`src/rtl/uart_sort_ctrl.sv`:
```
// uart_sort_ctrl: sequences rx -> sorter -> tx hand-off with credit-based
// flow control, a one-deep pending slot, end-of-batch drain and error latch.
// Optional statistics counters are built only when UART_SORT_CTRL_STATS_EN
// is defined; otherwise seq_cnt and stall_cnt are tied to zero.
module uart_sort_ctrl #(
  parameter int unsigned NUM_SEQ = 10,
  parameter int unsigned TIMEOUT = 1024,
  parameter int unsigned CNT_W   = 16,
  localparam int unsigned CR_W   = $clog2(NUM_SEQ + 1),
  localparam int unsigned TO_W   = $clog2(TIMEOUT + 1)
) (
  input  logic             clk,
  input  logic             rst,
  input  logic             seq_valid,
  input  logic             data_end,
  input  logic             sort_done,
  input  logic             tx_full,
  input  logic             tx_busy,
  input  logic             tx_seq_sent,
  input  logic             err_clr,
  output logic             sort_start,
  output logic             batch_done,
  output logic             error,
  output logic [1:0]       err_code,
  output logic [CR_W-1:0]  credits,
  output logic [2:0]       state,
  output logic [CNT_W-1:0] seq_cnt,
  output logic [CNT_W-1:0] stall_cnt
);

  typedef enum logic [2:0] {
    S_IDLE    = 3'd0,
    S_ISSUE   = 3'd1,
    S_SORTING = 3'd2,
    S_DRAIN   = 3'd3,
    S_ERROR   = 3'd4
  } state_t;

  localparam logic [CR_W-1:0] CREDITS_FULL = CR_W'(NUM_SEQ);
  localparam logic [TO_W-1:0] TIMER_LIMIT  = TO_W'(TIMEOUT);

  state_t          st;
  logic            pending;
  logic            end_flag;
  logic [TO_W-1:0] timer;

  logic       room;
  logic       accept;
  logic       overflow;
  logic       spurious;
  logic       timeout;
  logic       err_hit;
  logic [1:0] err_next;
  logic       drain_done;

  assign error = (st == S_ERROR);
  assign state = st;

  // Decode acceptance, drain completion and error conditions for this cycle
  always_comb begin
    room       = (credits != '0) && !tx_full;
    overflow   = (st != S_ERROR) && seq_valid && pending;
    spurious   = (st != S_ERROR) && (st != S_SORTING) && sort_done;
    timeout    = (st == S_SORTING) && !sort_done && (timer == TIMER_LIMIT);
    err_hit    = overflow || spurious || timeout;
    err_next   = 2'b00;
    if (timeout)
      err_next = 2'b01;
    else if (overflow)
      err_next = 2'b10;
    else if (spurious)
      err_next = 2'b11;
    // an error in the same cycle suppresses acceptance, so no sort_start escapes
    accept     = (st == S_IDLE) && (seq_valid || pending) && room && !err_hit;
    drain_done = (st == S_DRAIN) && (credits == CREDITS_FULL) && !tx_busy;
  end

  // Main control FSM with registered sort_start / batch_done pulses
  always_ff @(posedge clk or posedge rst) begin
    if (rst) begin
      st         <= S_IDLE;
      sort_start <= 1'b0;
      batch_done <= 1'b0;
      err_code   <= 2'b00;
      credits    <= CREDITS_FULL;
      pending    <= 1'b0;
      end_flag   <= 1'b0;
      timer      <= '0;
    end else begin
      sort_start <= 1'b0;
      batch_done <= 1'b0;
      if (st == S_ERROR) begin
        if (err_clr) begin
          st       <= S_IDLE;
          err_code <= 2'b00;
          credits  <= CREDITS_FULL;
          pending  <= 1'b0;
          end_flag <= 1'b0;
          timer    <= '0;
        end
      end else if (err_hit) begin
        st       <= S_ERROR;
        err_code <= err_next;
      end else begin
        // simultaneous issue and tx return cancel out; returns saturate at full
        if (accept && !tx_seq_sent)
          credits <= credits - 1'b1;
        else if (!accept && tx_seq_sent && (credits < CREDITS_FULL))
          credits <= credits + 1'b1;

        pending <= (pending || seq_valid) && !accept;

        if (data_end)
          end_flag <= 1'b1;
        else if (drain_done)
          end_flag <= 1'b0;

        if (accept)
          timer <= '0;
        else if (((st == S_ISSUE) || (st == S_SORTING)) && (timer < TIMER_LIMIT))
          timer <= timer + 1'b1;

        case (st)
          S_IDLE: begin
            if (accept) begin
              st         <= S_ISSUE;
              sort_start <= 1'b1;
            end else if (end_flag && !pending) begin
              st <= S_DRAIN;
            end
          end
          S_ISSUE: st <= S_SORTING;
          S_SORTING: begin
            if (sort_done)
              st <= S_IDLE;
          end
          S_DRAIN: begin
            if (drain_done) begin
              st         <= S_IDLE;
              batch_done <= 1'b1;
            end
          end
          default: st <= S_IDLE;
        endcase
      end
    end
  end

`ifdef UART_SORT_CTRL_STATS_EN
  // Saturating statistics: sorted sequences and cycles stalled on tx space
  always_ff @(posedge clk or posedge rst) begin
    if (rst) begin
      seq_cnt   <= '0;
      stall_cnt <= '0;
    end else begin
      if ((st == S_SORTING) && sort_done && (seq_cnt != '1))
        seq_cnt <= seq_cnt + 1'b1;
      if (pending && ((credits == '0) || tx_full) && (stall_cnt != '1))
        stall_cnt <= stall_cnt + 1'b1;
    end
  end
`else
  assign seq_cnt   = '0;
  assign stall_cnt = '0;
`endif

endmodule

```
`config.mk`:
```
export PLATFORM = sky130hd
export DESIGN_NAME = uart_sort_ctrl
export DESIGN_NICKNAME = d
export VERILOG_FILES = /design/src/rtl/uart_sort_ctrl.sv
export SDC_FILE = /design/constraint.sdc
export NUM_CORES = 1
export LEC_CHECK = 0
export CAP_MARGIN = 20
export CORE_MARGIN = 8
export CORE_UTILIZATION = 40
export DETAILED_ROUTE_END_ITERATION = 16
export PLACE_DENSITY = 0.69
export REMOVE_ABC_BUFFERS = 1
export SYNTH_ARGS = -nofsm -noshare
export SYNTH_HDL_FRONTEND = slang
export SYNTH_SLANG_ARGS = --single-unit
```
`constraint.sdc`:
```
create_clock -name clk -period 6.4 [get_ports clk]
set_clock_uncertainty 0.05 [all_clocks]
set_input_delay 0.96 -clock clk [delete_from_list [all_inputs] [get_ports clk]]
set_output_delay 0.96 -clock clk [all_outputs]
set_load 0.1 [all_outputs]
```
==> results.txt, run 1 <==
Fin. Hold Viols: 0
Clock Tree Root: clkbuf_8
pwr dens: 439 nW/um^2
commonest non-fill, non-tap cell in the layout: conb_1
headroom to the max-slew limit: 0.340
proportion of layout cells with a drive suffix above 1: 0.0880
Final setup violation count: 0
largest net degree at the start of global routing: 25
Hold Startpoint: timer[10]$_DFFE_PP0P_
post-CTS sizing: 0
gpl congestion: 0.806
Slew Limit Fails: 0
crit-path max FO: 11
sequential area share after synthesis: 0.330
total grt overflow: 0
WL per Instance: 14.3 um
Max Fclk: 0.271 GHz
syn avg cell area: 9.19 sq um
vias per std cell: 5.15
clock buffer depth: 2
Synth cell types: 50
Core ar.: 4380 sq um
initial antenna violation count: 0
Antenna Nets Post-Route: 0
clock slew at reported path FFs: 0.09 ns
final worst slack: 2.71 ns
outcome: finished clean
Yosys reg bits: 24
Diodes inserted: 0
Post-Layout Cell Count: 268
Worst Setup Start Kind: register
crit path launch: state[0]$_DFFE_PP0P_
commonest non-fill, non-tap cells in the layout: conb_1 (32), dfrtp_1 (22), clkdlybuf4s50_1 (20)
Die Area: 6990 sq um
unrepaired setup endpoints after global routing: no
top-area cell type share of the netlist area: 0.301
Least-Margin Pin Slew: 0.987 ns
area of placed instances: 1920 sq um
Post-synth ARST share: 1.00
Clock Latency Late Sink: 0.27 ns
leading area contributor after synthesis: dfrtp_1
required time of the critical path: 5.39 ns
synthesized area: 1830 sq um
synth warn: 0
TritonCTS clock tree: built
Post-Place Cells: 264
fin crit share: 0.576
dpl ws: 2.66 ns
GRT Overall Usage: 0.109
P&R area growth vs syn: 8.89%
hpwl dp: 2950 um
CTS buffer count: 3
Hold Buf Count CTS: 0
min cycle time layout: 3.69 ns
Chip Height: 83.6 um
RR Startpoint: state[0]$_DFFE_PP0P_
total of max-cap violations: 0
Post-Route WL: 3830 um
Max rail drop VDD: 0.000193 V
top post-synthesis cells by area: dfrtp_1 (30%), buf_4 (14%), a21oi_1 (3.0%)
port bufs: 20
Rows: 24
Post-synth top flop: dfrtp_1
H-tree depth: 1
nets: 230
critical path capture point type: primary output
cells after synthesis: 199
Initial Util: 0.417
Final Cell Area: 1990 sq um
setup TNS: 0 ns
DR pass1 iterations: 4
I/O pin total: 53
Hold WC Path Type: register to register
WP data arrival: 2.68 ns
Post-CTS Setup Bufs: 0
WHS: 0.488 ns
number of global-route vias before repair: 1,368
CP Class: register to primary output
global-route wire length before repair: 6590 um
Leak: 0.854 nW
die width: 83.6 um
clk sinks: 24
Residual DRC: 0
Post-synth EDFFs: 0
First DRT Iteration DRCs: 109
total number of vias: 1,380
## cells in the mapped netlist, types with 4 or more instances
master	count
nor3_1	7
o21ai_0	7
nand2_1	13
buf_4	35
inv_1	12
a21oi_1	11
o211ai_1	4
nor2_1	6
nand2b_1	5
o22ai_1	4
nand3_1	8
dfrtp_1	22
ha_1	4
## final cells by class
type | instances | area (sq um)
clock buffers | 3 | 41.3
flip-flops and latches | 24 | 603
fillers | 438 | 2390
well taps | 52 | 65.1
repair buffers | 20 | 200
clock inverters | 1 | 30.0
multi-input cells | 156 | 1010
inverters | 12 | 45.0
## sequential cells by signal, summed over array words and instances (netlist names)
register and flops:
timer 11, credits 4, state 3, err_code 2, batch_done 1, end_flag 1, pending 1, sort_start 1
## routing by layer
layer,global-route usage,up-vias,share of wire
li1,-,692,-
met1,0.139,644,0.46
met2,0.171,40,0.46
met3,0.0400,4,0.063
met4,0.0267,0,0.013
met5,0,-,0
## cell families after synthesis
family / after synthesis / share of synthesized area
other cells: 1 / 0.00205
xor+xnor: 4 / 0.0192
simple gates: 66 / 0.228
mux: 2 / 0.0116
buf+inv: 50 / 0.183
compound gates: 48 / 0.198
fa+ha+maj: 4 / 0.0274
flops: 24 / 0.330
## through the flow
stage / util / total power [mW]
CTS: 0.454 / 0.881
global route: 0.454 / 0.926
global placement: 0.438 / 0.739
detailed placement: 0.438 / 0.745
finish: 0.454 / 0.874
floorplan: - / 0.641
## power by group
part | internal [mW] | switching (mW) | total (mW)
Combinational | 0.129 | 0.390 | 0.519
Sequential | 0.178 | 0.0427 | 0.221
Clock | 0.0837 | 0.0501 | 0.134
## final timing paths
check,slack [ns],depth (start not counted),to
max in group asynchronous,4.58,2,credits[0]$_DFFE_PP0P_
worst min register to register,0.49,1,timer[10]$_DFFE_PP0P_
worst max-delay path,2.71,4,error
worst max register to register,3.61,8,credits[3]$_DFFE_PP1P_
worst min-delay path,0.49,1,timer[10]$_DFFE_PP0P_
min in group asynchronous,1.14,2,state[2]$_DFFE_PP0P_
## critical path, stage by stage, from the launching register on
cell	delay [ns]
dfrtp_1	0.53
nor2_2	0.22
nand2_1	0.12
inv_1	0.32
clkdlybuf4s50_1	1.21
Note: power is estimated with default switching activity, not from simulation.
==> inputs of run 2 (changes only) <==
--- a/config.mk
+++ b/config.mk
@@ -9,7 +9,7 @@
 export CORE_MARGIN = 8
 export CORE_UTILIZATION = 40
 export DETAILED_ROUTE_END_ITERATION = 16
-export PLACE_DENSITY = 0.69
+export PLACE_DENSITY = 0.72
 export REMOVE_ABC_BUFFERS = 1
 export SYNTH_ARGS = -nofsm -noshare
 export SYNTH_HDL_FRONTEND = slang
==> constraint.sdc (replaced) <==
create_clock -name clk -period 3.2 [get_ports clk]
set_clock_uncertainty 0.05 [all_clocks]
set_input_delay 0.48 -clock clk [delete_from_list [all_inputs] [get_ports clk]]
set_output_delay 0.48 -clock clk [all_outputs]
set_load 0.1 [all_outputs]
==> run 2 against run 1 <==
Net effect: via count increased by 6.2%; highest routed layer unchanged; sequential share of layout area shrank 0.28 points; sequential power up 98%; cell area increased by 0.94%; non-clock buffer count rose by 10; critical path type is now primary input to register; clock power increased by 37%; cell count rose by 3.7%; register-to-register slack lost 3.2 ns; setup slack worse by 2.3 ns; power up 95%; largest cell class unchanged.
==> results.txt, run 2 (synthesis results as in run 1) <==
outcome: finished clean
P&R area growth vs syn: 9.92%
largest net degree at the start of global routing: 25
RR Startpoint: state[0]$_DFFE_PP0P_
Biggest register: timer
vias per std cell: 5.27
total grt overflow: 0
flop-to-flop setup slack: 0.44 ns
Post-CTS Setup Bufs: 0
post-CTS sizing: 0
Residual DRC: 0
H-tree depth: 1
global-route wire length before repair: 6890 um
unrepaired setup endpoints after global routing: no
Post-Route WL: 3900 um
Pwr Total: 1.71 mW
clock buffer depth: 2
clock slew at reported path FFs: 0.09 ns
Leak: 0.906 nW
Chip Height: 83.6 um
number of flip-flops in the largest register: 11
setup TNS: 0 ns
Hold Buf Count CTS: 0
Hold Path Depth: 1
Clock Tree Root: clkbuf_8
initial antenna violation count: 0
Max rail drop VDD: 0.000374 V
CTS buffer count: 3
Hold WC Path Type: register to register
pwr dens: 848 nW/um^2
Clock Latency Late Sink: 0.27 ns
gpl congestion: 0.839
Diodes inserted: 0
fin crit share: 0.880
clk sinks: 24
Rows: 24
required time of the critical path: 3.35 ns
DR pass1 iterations: 4
critical path capture point type: register
commonest non-fill, non-tap cells in the layout: conb_1 (32), dfrtp_1 (22), buf_4 (22)
Final Util: 0.459
TritonCTS clock tree: built
WL per Instance: 14.0 um
total of max-cap violations: 0
die width: 83.6 um
headroom to the max-slew limit: 0.380
met1 WL: 1810 um
min cycle time layout: 2.82 ns
Worst Setup Start Kind: primary input
I/O pin total: 53
commonest non-fill, non-tap cell in the layout: conb_1
r2r endpoint: credits[3]$_DFFE_PP1P_
Core ar.: 4380 sq um
hpwl dp: 3030 um
crit-path max FO: 5
Post-Place Cells: 274
proportion of layout cells with a drive suffix above 1: 0.177
WP data arrival: 2.96 ns
Slew Limit Fails: 0
nets: 240
GRT Overall Usage: 0.114
port bufs: 20
Hold Startpoint: timer[10]$_DFFE_PP0P_
Initial Util: 0.417
Final setup violation count: 0
Hold EP: timer[10]$_DFFE_PP0P_
Least-Margin Pin Slew: 0.929 ns
reg2reg path depth: 9
WL met3: 273 um
First DRT Iteration DRCs: 112
wire length on met2: 1780 um
Post-Layout Cell Count: 278
Die Area: 6990 sq um
Fin. Hold Viols: 0
CP Class: primary input to register
DR top layer: met4
number of global-route vias before repair: 1,479
total number of vias: 1,465
Max Fclk: 0.355 GHz
Antenna Nets Post-Route: 0
-- run 2: cell types whose count changed in the layout (fill, tap and decap cells not counted) --
cell	previous run	this run
buf_4	0	22
clkdlybuf4s50_1	20	8
bufinv_16	1	0
clkbuf_1	0	1
-- run 2: layout make-up --
| class | instances | area [sq um] |
|---|---|---|
| clock buffers | 4 | 45.0 |
| fillers | 431 | 2370 |
| inverters | 12 | 45.0 |
| multi-input cells | 156 | 1010 |
| flip-flops and latches | 24 | 603 |
| well taps | 52 | 65.1 |
| repair buffers | 30 | 245 |
-- run 2: stage by stage --
stage,instance area (sq um),hold slack [ns],setup WS (ns)
floorplan,1660,0.429,-0.321
global placement,1970,0.459,0.180
detailed placement,1970,0.460,0.119
CTS,2010,0.482,0.383
global route,2010,0.506,0.290
finish,2010,0.481,0.384
-- run 2: worst max-delay path by stage --
stage / startpoint / endpoint / slack [ns] / depth (start not counted)
after floorplan: state[2]$_DFFE_PP0P_ / timer[9]$_DFFE_PP0P_ / -0.32 / 6
after global placement: seq_valid / credits[3]$_DFFE_PP1P_ / 0.18 / 9
after detailed placement: seq_valid / credits[3]$_DFFE_PP1P_ / 0.12 / 9
after CTS: seq_valid / credits[3]$_DFFE_PP1P_ / 0.38 / 9
after global routing: seq_valid / credits[3]$_DFFE_PP1P_ / 0.29 / 9
final: seq_valid / credits[3]$_DFFE_PP1P_ / 0.38 / 9
-- run 2: report_power, final --
part / total, mW / internal (mW) / switching [mW]
combinational: 1.08 / 0.283 / 0.801
clock: 0.184 / 0.0890 / 0.0950
sequential: 0.438 / 0.356 / 0.0813
total: 1.71 / 0.729 / 0.977
-- run 2: worst max-delay path: stages --
cell and delay, ns:
clkdlybuf4s50_1 0.49, a211o_4 0.40, nor4_4 0.24, ha_1 0.31
o21ai_0 0.09, nand2b_1 0.07, mux2_2 0.27, or4b_1 0.47
o221a_2 0.14
-- run 2: per-layer routing --
metal  vias up  GRT usage
met5         -          0
met4         0     0.0361
met3         5     0.0391
met2        44      0.174
met1       705      0.145
li1        711          -
==> edit 1 (config.mk and constraints of run 2) <==
The parameter `NUM_SEQ` goes from 10 to 9.
--- a/src/rtl/uart_sort_ctrl.sv
+++ b/src/rtl/uart_sort_ctrl.sv
@@ -3,7 +3,7 @@
 // Optional statistics counters are built only when UART_SORT_CTRL_STATS_EN
 // is defined; otherwise seq_cnt and stall_cnt are tied to zero.
 module uart_sort_ctrl #(
-  parameter int unsigned NUM_SEQ = 10,
+  parameter int unsigned NUM_SEQ = 9,
   parameter int unsigned TIMEOUT = 1024,
   parameter int unsigned CNT_W   = 16,
   localparam int unsigned CR_W   = $clog2(NUM_SEQ + 1),
Behaviour: not the same (a bounded check fails within 4 cycles, from zero or initial values and one cycle with rst high).
==> edit 1 against run 2 <==
Wire length fell by 2.1%. First-iteration DRC count fell by 23%. Area after synthesis fell by 4.2%. Sequential cell count did not move. Setup slack got worse by 0.14 ns. Via count fell by 4.8%. Cell area fell by 3.7%. Critical endpoint unchanged.
Power is not shown: default switching activity piles up to over one toggle a cycle in this logic, so the estimate is an artifact.
==> edit 1: results (changes against run 2) <==
Via-per-instance ratio: 5.09 (was 5.27)
Run status: finished clean (unchanged)
Tot GR Track Use: 11.7% (was 11.4%)
Mux contribution to synthesized area: 1.78% (was 1.16%)
CP arrival: 3.12 ns (was 2.96 ns)
Xor/xnor share of the synthesized area: 3.50% (was 1.92%)
First-pass GRT wire length: 6430 µm (was 6890 µm)
Ranking of synthesized cells by area: dfrtp_1 31%, buf_4 14%, nand2_1 3.9% (was dfrtp_1 30%, buf_4 14%, a21oi_1 3.0%)
Max transition margin: 41.3% (was 38.0%)
Initial DRC Count: 86 (was 112)
Pre-CTS setup slack: 0.0732 ns (was 0.119 ns)
DP Wirelength: 3070 µm (was 3030 µm)
Unique masters post-synth: 55 (was 50)
Final wirelength: 3820 µm (was 3900 µm)
Placed cells: 270 (was 274)
Post-CTS setup buffers: 0 (unchanged)
Synth Instances: 195 (was 199)
Top cells by count, synth: 32 x buf_4, 22 x dfrtp_1, 18 x nand2_1 (was 35 x buf_4, 22 x dfrtp_1, 13 x nand2_1)
Gp weighted congestion: 0.864 (was 0.839)
Adder-Cell Fraction of Synth Area: 2.86% (was 2.74%)
Worst-path fanout max: 10 (was 5)
Critical path's largest stage delay: 0.49 ns (about the same)
Vias in the first global route: 1389 (was 1479)
WL per Instance: 13.9 µm (was 14.0 µm)
Sequential fraction of the synthesis area: 34.4% (was 33.0%)
CP max stage cell: dfrtp_1 (was clkdlybuf4s50_1)
Synth Area in Compound Gates: 17.6% (was 19.8%)
Nets@finish: 236 (was 240)
==> edit 1: cell count changes after synthesis, sizes merged, moves of 5 or more <==
cell / before / now
a21oi: 11 / 5
nand2: 13 / 18
nor2: 7 / 12
nand2b: 5 / 0
==> edit 1: cell families after synthesis <==
logic type / Yosys count
AND/OR/NAND/NOR: 66
buffers and inverters: 48
AO/OA/AOI/OAI: 42
flip-flops: 24
XOR/XNOR: 7
adder cells (fa/ha/maj): 4
multiplexers: 3
other: 1
==> edit 1: layout make-up <==
| type | instances | area [µm²] |
|---|---|---|
| Fill cell | 423 | 2360 |
| Sequential cell | 24 | 603 |
| Tap cell | 52 | 65.1 |
| Timing Repair Buffer | 30 | 245 |
| Clock buffer | 4 | 55.1 |
| Multi-Input combinational cell | 154 | 930 |
| Inverter | 10 | 37.5 |
==> edit 1: metal layers <==
metal,up-vias,share of wire [%],global-route usage [%]
li1,685,-,-
met1,659,45,14.9
met2,44,47,19.9
met3,7,6.5,1.19
met4,0,1.4,4.04
met5,-,0,0
==> edit 1: final timing paths <==
path / start / to / slack, ns / cells after the start
worst max-delay path: state[2] / credits[3] / 0.25 / 9
worst min-delay path: timer[9] / timer[9] / 0.48 / 1
worst max register to register: state[2] / credits[3] / 0.25 / 9
worst min register to register: timer[9] / timer[9] / 0.48 / 1
max in group asynchronous: rst / err_code[1] / 1.92 / 2
min in group asynchronous: rst / timer[8] / 0.64 / 2
==> edit 1: through the flow <==
step | area, µm² | util, % | hold slack (ns)
2_1_floorplan | 1570 | - | 0.422
3_3_place_gp | 1880 | 43.8 | 0.450
3_5_place_dp | 1880 | 43.8 | 0.468
4_1_cts | 1940 | 45.1 | 0.476
5_1_grt | 1940 | 45.1 | 0.506
6_report | 1940 | 45.1 | 0.476
==> edit 2 (flow settings as in run 2) <==
Made on the original files. Register the output `error`, cleared by the reset; this adds one clock of latency there. The other outputs are not delayed to match. Comments in the files are not updated.
--- a/src/rtl/uart_sort_ctrl.sv
+++ b/src/rtl/uart_sort_ctrl.sv
@@ -53,7 +53,13 @@
   logic [1:0] err_next;
   logic       drain_done;
 
-  assign error = (st == S_ERROR);
+  always_ff @(posedge clk or posedge rst) begin
+    if (rst) begin
+      error <= '0;
+    end else begin
+      error <= (st == S_ERROR);
+    end
+  end
   assign state = st;
 
   // Decode acceptance, drain completion and error conditions for this cycle
Formal check against the unedited RTL: not equivalent (Yosys sat finds a counterexample within 4 cycles, from zero or initial values and one cycle with rst high).
==> edit 2 against run 2 <==
Sequential cell count grew 1. Area after synthesis down 4.7%. Setup slack got worse by 0.025 ns. Cell area decreased by 2.4%. Register-to-register slack got worse by 0.07 ns. Power rose by 19%. Wire length down 3.3%. Critical path depth rose by 2.
==> edit 2: results (changes against run 2) <==
CP arrival: 2.99 ns (was 2.96 ns)
Tot GR Track Use: 11.4% (about the same)
DP Wirelength: 2920 µm (was 3030 µm)
Initial antenna violation count: 0 (unchanged)
CTS-repair resized insts: 0 (unchanged)
Post-CTS setup buffers: 0 (unchanged)
Mean Syn Cell Area: 9.13 µm² (was 9.19 µm²)
Register-to-register path setup slack: 0.37 ns (was 0.44 ns)
Top cells by count, synth: 32 x buf_4, 23 x dfrtp_1, 20 x o21ai_0 (was 35 x buf_4, 22 x dfrtp_1, 13 x nand2_1)
Initial DRC Count: 44 (was 112)
Ranking of synthesized cells by area: dfrtp_1 33%, buf_4 14%, o21ai_0 5.7% (was dfrtp_1 30%, buf_4 14%, a21oi_1 3.0%)
Adder-Cell Fraction of Synth Area: 2.87% (was 2.74%)
Reg2reg end: credits[3] (unchanged)
Post-Layout Cell Count: 270 (was 278)
First-pass GRT wire length: 6110 µm (was 6890 µm)
Unique masters post-synth: 48 (was 50)
Largest net degree at the start of global routing: 26 (was 25)
Max VDD drop: 0.405 mV (was 0.374 mV)
Leak: 0.905 nW (was 0.906 nW)
Most flops, register: timer (unchanged)
Xor/xnor share of the synthesized area: 1.51% (was 1.92%)
Mux contribution to synthesized area: 2.94% (was 1.16%)
HP Class: in2async (was reg2reg)
Max transition margin: 35.5% (was 38.0%)
Worst-path fanout max: 3 (was 5)
Nets@finish: 232 (was 240)
Gp weighted congestion: 0.838 (was 0.839)
Vias in the first global route: 1343 (was 1479)
Run status: finished clean (unchanged)
Yosys warns: 0 (unchanged)
Max reg flops: 11 (unchanged)
Share of cells above drive strength 1: 15.6% (was 17.7%)
Via-per-instance ratio: 5.06 (was 5.27)
Final setup viols: 0 (unchanged)
Synth Area in Compound Gates: 20.0% (was 19.8%)
WL per Instance: 14.0 µm (about the same)
Pre-antenna DRT Iters: 4 (unchanged)
Worst Reg2Reg Path Length in Cells: 10 (was 9)
Root Driver: clkbuf_8 (unchanged)
Launching point of the worst reg2reg path: state[0] (unchanged)
Sequential fraction of the synthesis area: 36.0% (was 33.0%)
CTS Buf Count: 3 (unchanged)
Clock Tree Buf Depth: 2 (unchanged)
CP startpoint: seq_valid (unchanged)
Worst skew pair latency: 0.27 ns (about the same)
Buffers on Ports: 20 (unchanged)
edit 2: cell count changes after synthesis, moves of 4 or more:
cell	run 2	this run
nor3_1	7	3
nand3_1	8	1
o21ai_0	7	20
a31oi_1	1	5
inv_1	12	6
o211ai_1	4	0
edit 2: power breakdown:
group	switching, W	internal (W)
sequential	0.000117	0.000406
clock	0.0000981	0.0000891
combinational	0.000965	0.000355
edit 2: per-stage QoR:
step	setup WS [ns]	instance area, µm²	total power, W	hold WS, ns	util (%)
2_1_floorplan	-0.105	1580	0.00154	0.401	-
3_3_place_gp	0.142	1890	0.00183	0.436	44.3
3_5_place_dp	0.0916	1890	0.00185	0.439	44.3
4_1_cts	0.373	1930	0.00204	0.463	45.4
5_1_grt	0.243	1960	0.00216	0.474	46.0
6_report	0.359	1960	0.00203	0.461	46.0
edit 2: area by class of cell:
| type | instances | area [µm²] |
|---|---|---|
| clock buffers | 4 | 45.0 |
| fillers | 438 | 2300 |
| inverters | 8 | 35.0 |
| multi-input cells | 151 | 921 |
| flip-flops and latches | 25 | 628 |
| well taps | 52 | 65.1 |
| repair buffers | 30 | 268 |
edit 2: worst max-delay path: stages:
cell and delay (ns):
clkdlybuf4s50_1 0.48, nor2_1 0.04, or4b_1 0.54, or4_4 0.56, clkinv_4 0.08, ha_1 0.25, o21ai_0 0.09, nand2b_1 0.07
mux2i_1 0.16, o21ai_0 0.10, mux2i_1 0.14
edit 2: how the worst max path moves through the flow:
stage,to,slack (ns),cells past startpoint
floorplan,credits[3],-0.11,10
global placement,credits[3],0.14,10
detailed placement,credits[3],0.09,11
CTS,credits[3],0.37,10
global route,credits[3],0.24,10
finish,credits[3],0.36,11
edit 2: metal layers:
layer / up-vias / part of all wire, % / wire [µm] / GRT usage, %
met4: 0 / 0.37 / 14 / 4.04
met3: 2 / 7.1 / 268 / 3.39
met5: - / 0 / 0 / 0
li1: 675 / - / - / -
met1: 645 / 44 / 1660 / 13.4
met2: 43 / 49 / 1840 / 19.4
edit 2: logic make-up after synthesis:
family	after synthesis
buf+inv	46
other cells	1
flops	25
fa+ha+maj	4
xor+xnor	3
simple gates	53
compound gates	54
mux	5
